<file path="src/rtl/reg_pkg.sv">
`default_nettype none
// ============================================================================
//  Module      : reg_pkg
//  Description : Shared constants for the universal register: the mode-select
//                width and the encoding of the eight operating modes.
//  Revision    : 1.0 - initial release
// ============================================================================
package reg_pkg;

    localparam int MODE_W = 3;

    localparam logic [MODE_W-1:0] MODE_HOLD = 3'b000;
    localparam logic [MODE_W-1:0] MODE_LOAD = 3'b001;
    localparam logic [MODE_W-1:0] MODE_SHL  = 3'b010;
    localparam logic [MODE_W-1:0] MODE_SHR  = 3'b011;
    localparam logic [MODE_W-1:0] MODE_ROL  = 3'b100;
    localparam logic [MODE_W-1:0] MODE_ROR  = 3'b101;
    localparam logic [MODE_W-1:0] MODE_INC  = 3'b110;
    localparam logic [MODE_W-1:0] MODE_DEC  = 3'b111;

endpackage : reg_pkg
`default_nettype wire

</file>
<file path="src/rtl/universal_register_next.sv">
`default_nettype none
// ============================================================================
//  Module      : universal_register_next
//  Description : Combinational next-state and carry calculator for the
//                universal register.
//  Ports       : data_i    - current register contents
//                mode_i    - operation select
//                ser_i     - serial input bit (SHL enters at bit 0, SHR at MSB)
//                load_i    - parallel load value
//                data_o    - next register contents
//                carry_o   - next carry / borrow / shifted-out bit
//  Revision    : 1.0 - initial release
// ============================================================================
module universal_register_next
    import reg_pkg::*;
#(
    parameter int WIDTH    = 8,
    parameter bit SATURATE = 1'b0
) (
    input  logic [WIDTH-1:0]  data_i,
    input  logic [MODE_W-1:0] mode_i,
    input  logic              ser_i,
    input  logic [WIDTH-1:0]  load_i,
    output logic [WIDTH-1:0]  data_o,
    output logic              carry_o
);

    // Extra top bit captures carry out of the increment / borrow out of the
    // decrement.
    logic [WIDTH:0] inc_w;
    logic [WIDTH:0] dec_w;

    assign inc_w = {1'b0, data_i} + {{WIDTH{1'b0}}, 1'b1};
    assign dec_w = {1'b0, data_i} - {{WIDTH{1'b0}}, 1'b1};

    always_comb begin
        data_o  = data_i;
        carry_o = 1'b0;
        case (mode_i)
            MODE_LOAD: begin
                data_o  = load_i;
                carry_o = 1'b0;
            end
            MODE_SHL: begin
                data_o  = {data_i[WIDTH-2:0], ser_i};
                carry_o = data_i[WIDTH-1];
            end
            MODE_SHR: begin
                data_o  = {ser_i, data_i[WIDTH-1:1]};
                carry_o = data_i[0];
            end
            MODE_ROL: begin
                data_o  = {data_i[WIDTH-2:0], data_i[WIDTH-1]};
                carry_o = data_i[WIDTH-1];
            end
            MODE_ROR: begin
                data_o  = {data_i[0], data_i[WIDTH-1:1]};
                carry_o = data_i[0];
            end
            MODE_INC: begin
                carry_o = inc_w[WIDTH];
                // Saturating variant clamps at all-ones instead of wrapping.
                data_o  = (SATURATE && inc_w[WIDTH]) ? data_i : inc_w[WIDTH-1:0];
            end
            MODE_DEC: begin
                carry_o = dec_w[WIDTH];
                data_o  = (SATURATE && dec_w[WIDTH]) ? data_i : dec_w[WIDTH-1:0];
            end
            default: begin
                // HOLD: the top level does not write state in this mode.
                data_o  = data_i;
                carry_o = 1'b0;
            end
        endcase
    end

endmodule : universal_register_next
`default_nettype wire

</file>
<file path="src/rtl/universal_register.sv">
`default_nettype none
// ============================================================================
//  Module      : universal_register
//  Description : WIDTH-bit register with hold, load, shift, rotate and
//                increment/decrement modes plus registered carry and zero.
//  Ports       : clk      - rising-edge clock
//                rst      - synchronous active-high reset
//                en       - operation enable (low = hold everything)
//                mode     - operation select
//                data_in  - parallel load value
//                ser_in   - serial input bit for SHL/SHR
//                data_out - register contents
//                carry    - registered carry / borrow / shifted-out bit
//                zero     - registered flag, 1 when data_out is 0
//                ser_out  - SHL/ROL: data_out MSB, otherwise data_out LSB
//  Revision    : 1.0 - initial release
// ============================================================================
module universal_register
    import reg_pkg::*;
#(
    parameter int WIDTH    = 8,
    parameter bit SATURATE = 1'b0
) (
    input  logic              clk,
    input  logic              rst,
    input  logic              en,
    input  logic [MODE_W-1:0] mode,
    input  logic [WIDTH-1:0]  data_in,
    input  logic              ser_in,
    output logic [WIDTH-1:0]  data_out,
    output logic              carry,
    output logic              zero,
    output logic              ser_out
);

    logic [WIDTH-1:0] data_q;
    logic [WIDTH-1:0] data_d;
    logic             carry_q;
    logic             carry_d;
    logic             zero_q;

    universal_register_next #(
        .WIDTH    (WIDTH),
        .SATURATE (SATURATE)
    ) u_next (
        .data_i  (data_q),
        .mode_i  (mode),
        .ser_i   (ser_in),
        .load_i  (data_in),
        .data_o  (data_d),
        .carry_o (carry_d)
    );

    // mode is only consulted when en is high, so an undriven mode while
    // disabled cannot reach the flops.
    always_ff @(posedge clk) begin
        if (rst) begin
            data_q  <= '0;
            carry_q <= 1'b0;
            zero_q  <= 1'b1;
        end else if (en) begin
            if (mode != MODE_HOLD) begin
                data_q  <= data_d;
                carry_q <= carry_d;
                zero_q  <= (data_d == '0);
            end
        end
    end

    assign data_out = data_q;
    assign carry    = carry_q;
    assign zero     = zero_q;
    assign ser_out  = ((mode == MODE_SHL) || (mode == MODE_ROL)) ? data_q[WIDTH-1]
                                                                 : data_q[0];

endmodule : universal_register
`default_nettype wire

</file>
<file path="config.mk">
export PLATFORM = sky130hd
export DESIGN_NAME = universal_register
export DESIGN_NICKNAME = d
export VERILOG_FILES = /design/src/rtl/reg_pkg.sv /design/src/rtl/universal_register_next.sv /design/src/rtl/universal_register.sv
export SDC_FILE = /design/constraint.sdc
export NUM_CORES = 1
export LEC_CHECK = 0
export CAP_MARGIN = 10
export CORE_MARGIN = 5
export CORE_UTILIZATION = 28
export DETAILED_ROUTE_END_ITERATION = 8
export PLACE_DENSITY = 0.49
export SLEW_MARGIN = 20
export SYNTH_ARGS = -nofsm -noshare
export SYNTH_HDL_FRONTEND = slang
export SYNTH_HIERARCHICAL = 1
export SYNTH_SLANG_ARGS = --single-unit
</file>
<file path="constraint.sdc">
create_clock -name clk -period 2.59 [get_ports clk]
set_input_delay 0.518 -clock clk [delete_from_list [all_inputs] [get_ports clk]]
set_output_delay 0.518 -clock clk [all_outputs]
set_load 0.1 [all_outputs]
</file>
# ---- Word level (Yosys, flattened, before mapping)
# Cells that the tools add are included.
dict set report word_totals {
  ff_bits 10
  out_inout_bits 11
  elab_cells 21
}
dict set report op_classes {
  n_addsub 2
  eq_ne 7
  muxes 3
  n_reduce_logical 6
}
# cell n
set ops {}
lappend ops {{$pmux W8 S7} 1}
lappend ops {{$eq A3 B3 Y1 const B} 4}
lappend ops {{$add A8 B1 Y9 const B} 1}
lappend ops {{$sub A8 B1 Y9 const B} 1}
lappend ops {{$logic_not A8 Y1} 1}
lappend ops {{$eq A3 B2 Y1 const B} 2}
lappend ops {{$pmux W1 S4} 1}
lappend ops {{$reduce_or A2 Y1} 2}
lappend ops {{$eq A3 B1 Y1 const B} 1}
lappend ops {{$reduce_bool A3 Y1} 1}
lappend ops {{$reduce_and A2 Y1} 1}
lappend ops {{$logic_or A1 B1 Y1} 1}
lappend ops {{$mux W1} 1}

# ---- Logic depth before layout (Yosys ltp)
# Gate-level depths: netlist (run 1).
dict set report depth {
  ltp_word 3
  mapped_depth 10
  ltp_nobuf 9
}

# ---- Modules after synthesis
# The synthesis (run 1) kept the hierarchy.
# module instances cells_each area_each_um2
set by_module_without_submodules {}
lappend by_module_without_submodules {universal_register_next 1 128 943.4}
lappend by_module_without_submodules {universal_register 1 49 402.9}

# ---- Worst setup path after synthesis (run 1)
# No wires, ideal clock.
dict set report synth_timing {
  kind {register to register}
  from {register data_q[1] (netlist: data_out[1])}
  to {register zero_q (netlist: zero)}
  setup_ns 0.062
  t_arrival_ns 2.579
  t_required_ns 2.528
  setup_slack_ns -0.051
  stages_incl_launch_ff 11
  path_cell_list {dfxtp_1 > buf_2 > inv_1 > ha_1 > or4b_4 > a21o_1 > a21oi_1 > a211o_1 > nor4_1 > nand3_1 > nand2_1}
}
dict set report synth_between {
  elab_chain_len 3
}
# item line
set synth_rtl {}
lappend synth_rtl {{from (decl)} universal_register.sv:36} ;# logic [WIDTH-1:0] data_q;
lappend synth_rtl {{from (signal assigned)} universal_register.sv:63} ;# data_q <= data_d;
lappend synth_rtl {{$sub A8 B1 Y9 / $add A8 B1 Y9 (equally long branches)} {universal_register_next.sv:34, universal_register_next.sv:33}}
lappend synth_rtl {{$pmux W8 S7 *} universal_register_next.sv:39} ;# case (mode_i)
lappend synth_rtl {{named net data_d[4]} universal_register.sv:37} ;# logic [WIDTH-1:0] data_d;
lappend synth_rtl {{$logic_not A8 Y1 *} universal_register.sv:65} ;# zero_q <= (data_d == '0);
lappend synth_rtl {{to (signal assigned)} universal_register.sv:65}
lappend synth_rtl {{to (decl)} universal_register.sv:40} ;# logic zero_q;
# The timed path passes the listed nets; every way through them passes the cells marked *.
# A chain may end at the register's enable or synchronous reset.

# ---- Final worst setup path (run 1)
dict set report layout_timing {
  from {input mode[1]}
  to {output ser_out}
}
dict set report layout_between {
  elab_chain_len 3
}
# item line
set layout_rtl {}
lappend layout_rtl {{from (decl)} universal_register.sv:27} ;# input logic [MODE_W-1:0] mode,
lappend layout_rtl {{$eq A3 B2 Y1 / $eq A3 B3 Y1 (equally long branches)} universal_register.sv:73} ;# assign ser_out = ((mode == MODE_SHL) || (mode == MODE_ROL)) ? data_q[WIDTH-1]
lappend layout_rtl {{$logic_or A1 B1 Y1 *} universal_register.sv:73}
lappend layout_rtl {{$mux W1 *} universal_register.sv:73}
lappend layout_rtl {{to (decl)} universal_register.sv:33} ;# output logic ser_out
# Mark *: on every way between the ends. The rest lies on a longest branch, timed or not.

==> metrics, run 1 <==
worst slew pin tran 458.3 ps; asr flop ratio synth 0%; Final ANT Viol Nets 0; vias per inst approximately 5.4; FF+latch count, synth 10; total core area 0.004692 mm^2; syn avg cell area 7.606 um^2; Crit. End Element output pin; fmax approximately 400 MHz; Worst-path clk slew 50 ps; vias in the first global route 1395; placed instance count between 200 and 300; DR iter-0 viols 112; drc violations 0; final-report setup violation count 0; post-layout net count 235; share of cells above drive strength 1 27.65%; outcome finished, final reports clean; CP Launch Type primary input; First-pass DRT Iterations 4; register area share after synthesis 14.87%; Die Area approximately 0.0063 mm^2; Initial Util 28.69%; Via Count between 1000 and 1500; DP HPWL about 3200 um; ys flop type dfxtp_1; maximum clock insertion buffer count 2; register area 201.4 um^2; internal power 0.0004512 W; die height 79.34 um; WP data arrival ~2000 ps; clk_lat worst skew 230 ps; CP max FO 10; PD cells approximately 420 mW/mm^2; n_diodes 0; post-synthesis cell count between 150 and 200; Max Slew Vio Count 0; Clk pwr share 25.9%; largest net degree at the start of global routing 14; Final Cycle Share 96.85%; Synth Cell Area ~0.0013 mm^2; I/O pins 26; most frequent cells in the layout buf_4, nand2_1, clkdlybuf4s50_1, a21oi_1, nor2_1; GRT Total Usage 13.29%; TNS Setup 0 ps; Max Cap Viol 0; Multi-input gate area around 960 um^2; post-route insts no fill 271; Post-Route WL 4103 um; Die X 79.34 um; routed length per instance 15.14 um; Distinct cells, synth 58; Post-synth EDFFs 0; hold buffers post-CTS 0; Net Switching 0.0002937 W; fillcell total around 480; path type of the worst min-delay path flop to flop; GR Overflow Total 0; Comb power frac between 40% and 50%; Post-CTS Setup Bufs 0; synth warn 6; Crit Path Class primary input to output pin; total CTS buffers 3; RSZ-0062 raised after global routing no; CTS H-tree lvls 1; Sequential Power Share between 20% and 30%; CTS tree done; Sw Ratio approximately two fifths; most common cell after layout, fill and taps aside buf_4; CTS root buf clkbuf_8; area delta synth->final 32.62%; first-pass GRT wire length 6893 um; peak supply drop approximately 0.36 mV; leak pwr between 0.7 and 0.8 nW; Syn Nets 194; gp weighted congestion approximately 0.82; final core utilization a little under two fifths; initial antenna violation count 0; crit path time final 2508 ps; clk sink count 10; row count 25; Port Buffer Count 25; Slew headroom 69.45%; Final Hold Viols 0; Post-CTS Resized 0; Req. time, crit path 2070 ps; Worst Clk Skew 3.776 ps
## worst paths after layout
check	to	cells after the start	slack (ps)	start
worst min-delay path	carry	2	470	carry
worst max register to register	zero	9	500	data_out[0]
worst max-delay path	ser_out	7	80	mode[1]
worst min register to register	carry	2	470	carry
## cells in the mapped netlist (2+ instances only)
cell type	number	area, um^2
a211o_1	4	35.03
a211oi_1	4	30.03
a21oi_1	13	65.06
a22oi_1	3	22.52
a32o_1	2	20.02
and2_2	2	15.01
buf_2	6	30.03
buf_6	3	33.78
clkbuf_1	2	7.510
clkbuf_8	6	82.58
dfxtp_1	10	200.2
ha_1	2	25.02
inv_1	8	30.03
mux2_2	4	45.04
mux2i_1	2	20.02
nand2_1	25	93.84
nand2b_1	3	18.77
nand3_1	3	15.01
nand3b_1	2	15.01
nand4_1	2	12.51
nor2_1	12	45.04
nor2b_1	4	25.02
nor3_1	4	20.02
nor4_1	4	25.02
o211ai_1	3	22.52
o21ai_0	4	20.02
o22ai_1	4	25.02
o31ai_1	3	22.52
or3b_1	2	17.52
or4_1	2	15.01
xnor2_1	2	17.52
## stage by stage
| step | total power (W) | setup slack, ps | hold WS [ps] | area (um^2) |
|---|---|---|---|---|
| 2_1_floorplan | 0.0004411 | 1.106 | 690.6 | 1348 |
| 3_5_place_dp | 0.0005514 | -18.48 | 451.9 | 1719 |
| 5_1_grt | 0.0007903 | 10.96 | 497.7 | 1785 |
| 6_report | 0.0007449 | 81.51 | 471.2 | 1785 |
| 3_3_place_gp | 0.0005563 | -11.91 | 453.3 | 1719 |
| 4_1_cts | 0.0007439 | 11.46 | 464.4 | 1774 |
## state kept, by name, summed over array words and instances, names as in the netlist
signal / count
carry: 1
data_out: 8
zero: 1
## power by group through the flow
stage | clock network (W) | registers, W | logic [W]
CTS | 0.000194 | 0.000186 | 0.000364
finish | 0.000193 | 0.000186 | 0.000366
detailed placement | 0 | 0.000189 | 0.000363
global route | 0.000206 | 0.000188 | 0.000395
floorplan | 0 | 0.000249 | 0.000192
global placement | 0 | 0.000190 | 0.000367
## critical path, cell delays in order
cell and delay, ps:
clkdlybuf4s50_1 470, buf_6 150, buf_6 150, xnor2_1 60, nor2_1 100, mux2_2 370, buf_12 170
## metal layers
metal / GRT usage, % / wire, um / up-vias
met5: 0 / 0 / -
met3: 1.474 / 169 / 2
met2: 21.21 / 1892 / 35
met1: 19.43 / 2030 / 682
li1: - / - / 745
met4: 2.062 / 11 / 0
## layout make-up
type                       count  share of cell area (%)
inverter                       8                   1.682
multi-input combinational    142                   53.89
clock buffer                   4                   3.083
sequential                    10                   11.28
tap                           54                   3.784
timing repair buffer          53                   26.28
## cells by family (layout without fill, tap and decap cells)
group	Yosys count	count (layout)	synth area share [%]
AND/OR/NAND/NOR	74	74	29.83
AO/OA/AOI/OAI	56	56	31.32
buffers and inverters	25	65	13.66
flip-flops	10	10	14.87
multiplexers	7	7	6.505
XOR/XNOR	3	3	1.952
adder cells (fa/ha/maj)	2	2	1.858
(Power assumes the default switching activity.)
==> inputs of run 2 (changes only) <==
--- a/config.mk
+++ b/config.mk
@@ -5,7 +5,7 @@
 export SDC_FILE = /design/constraint.sdc
 export NUM_CORES = 1
 export LEC_CHECK = 0
-export CAP_MARGIN = 10
+export CAP_MARGIN = 25
 export CORE_MARGIN = 5
 export CORE_UTILIZATION = 28
 export DETAILED_ROUTE_END_ITERATION = 8
==> results of run 2 <==
The final DEF is identical to that of run 1; final timing and power are the same.
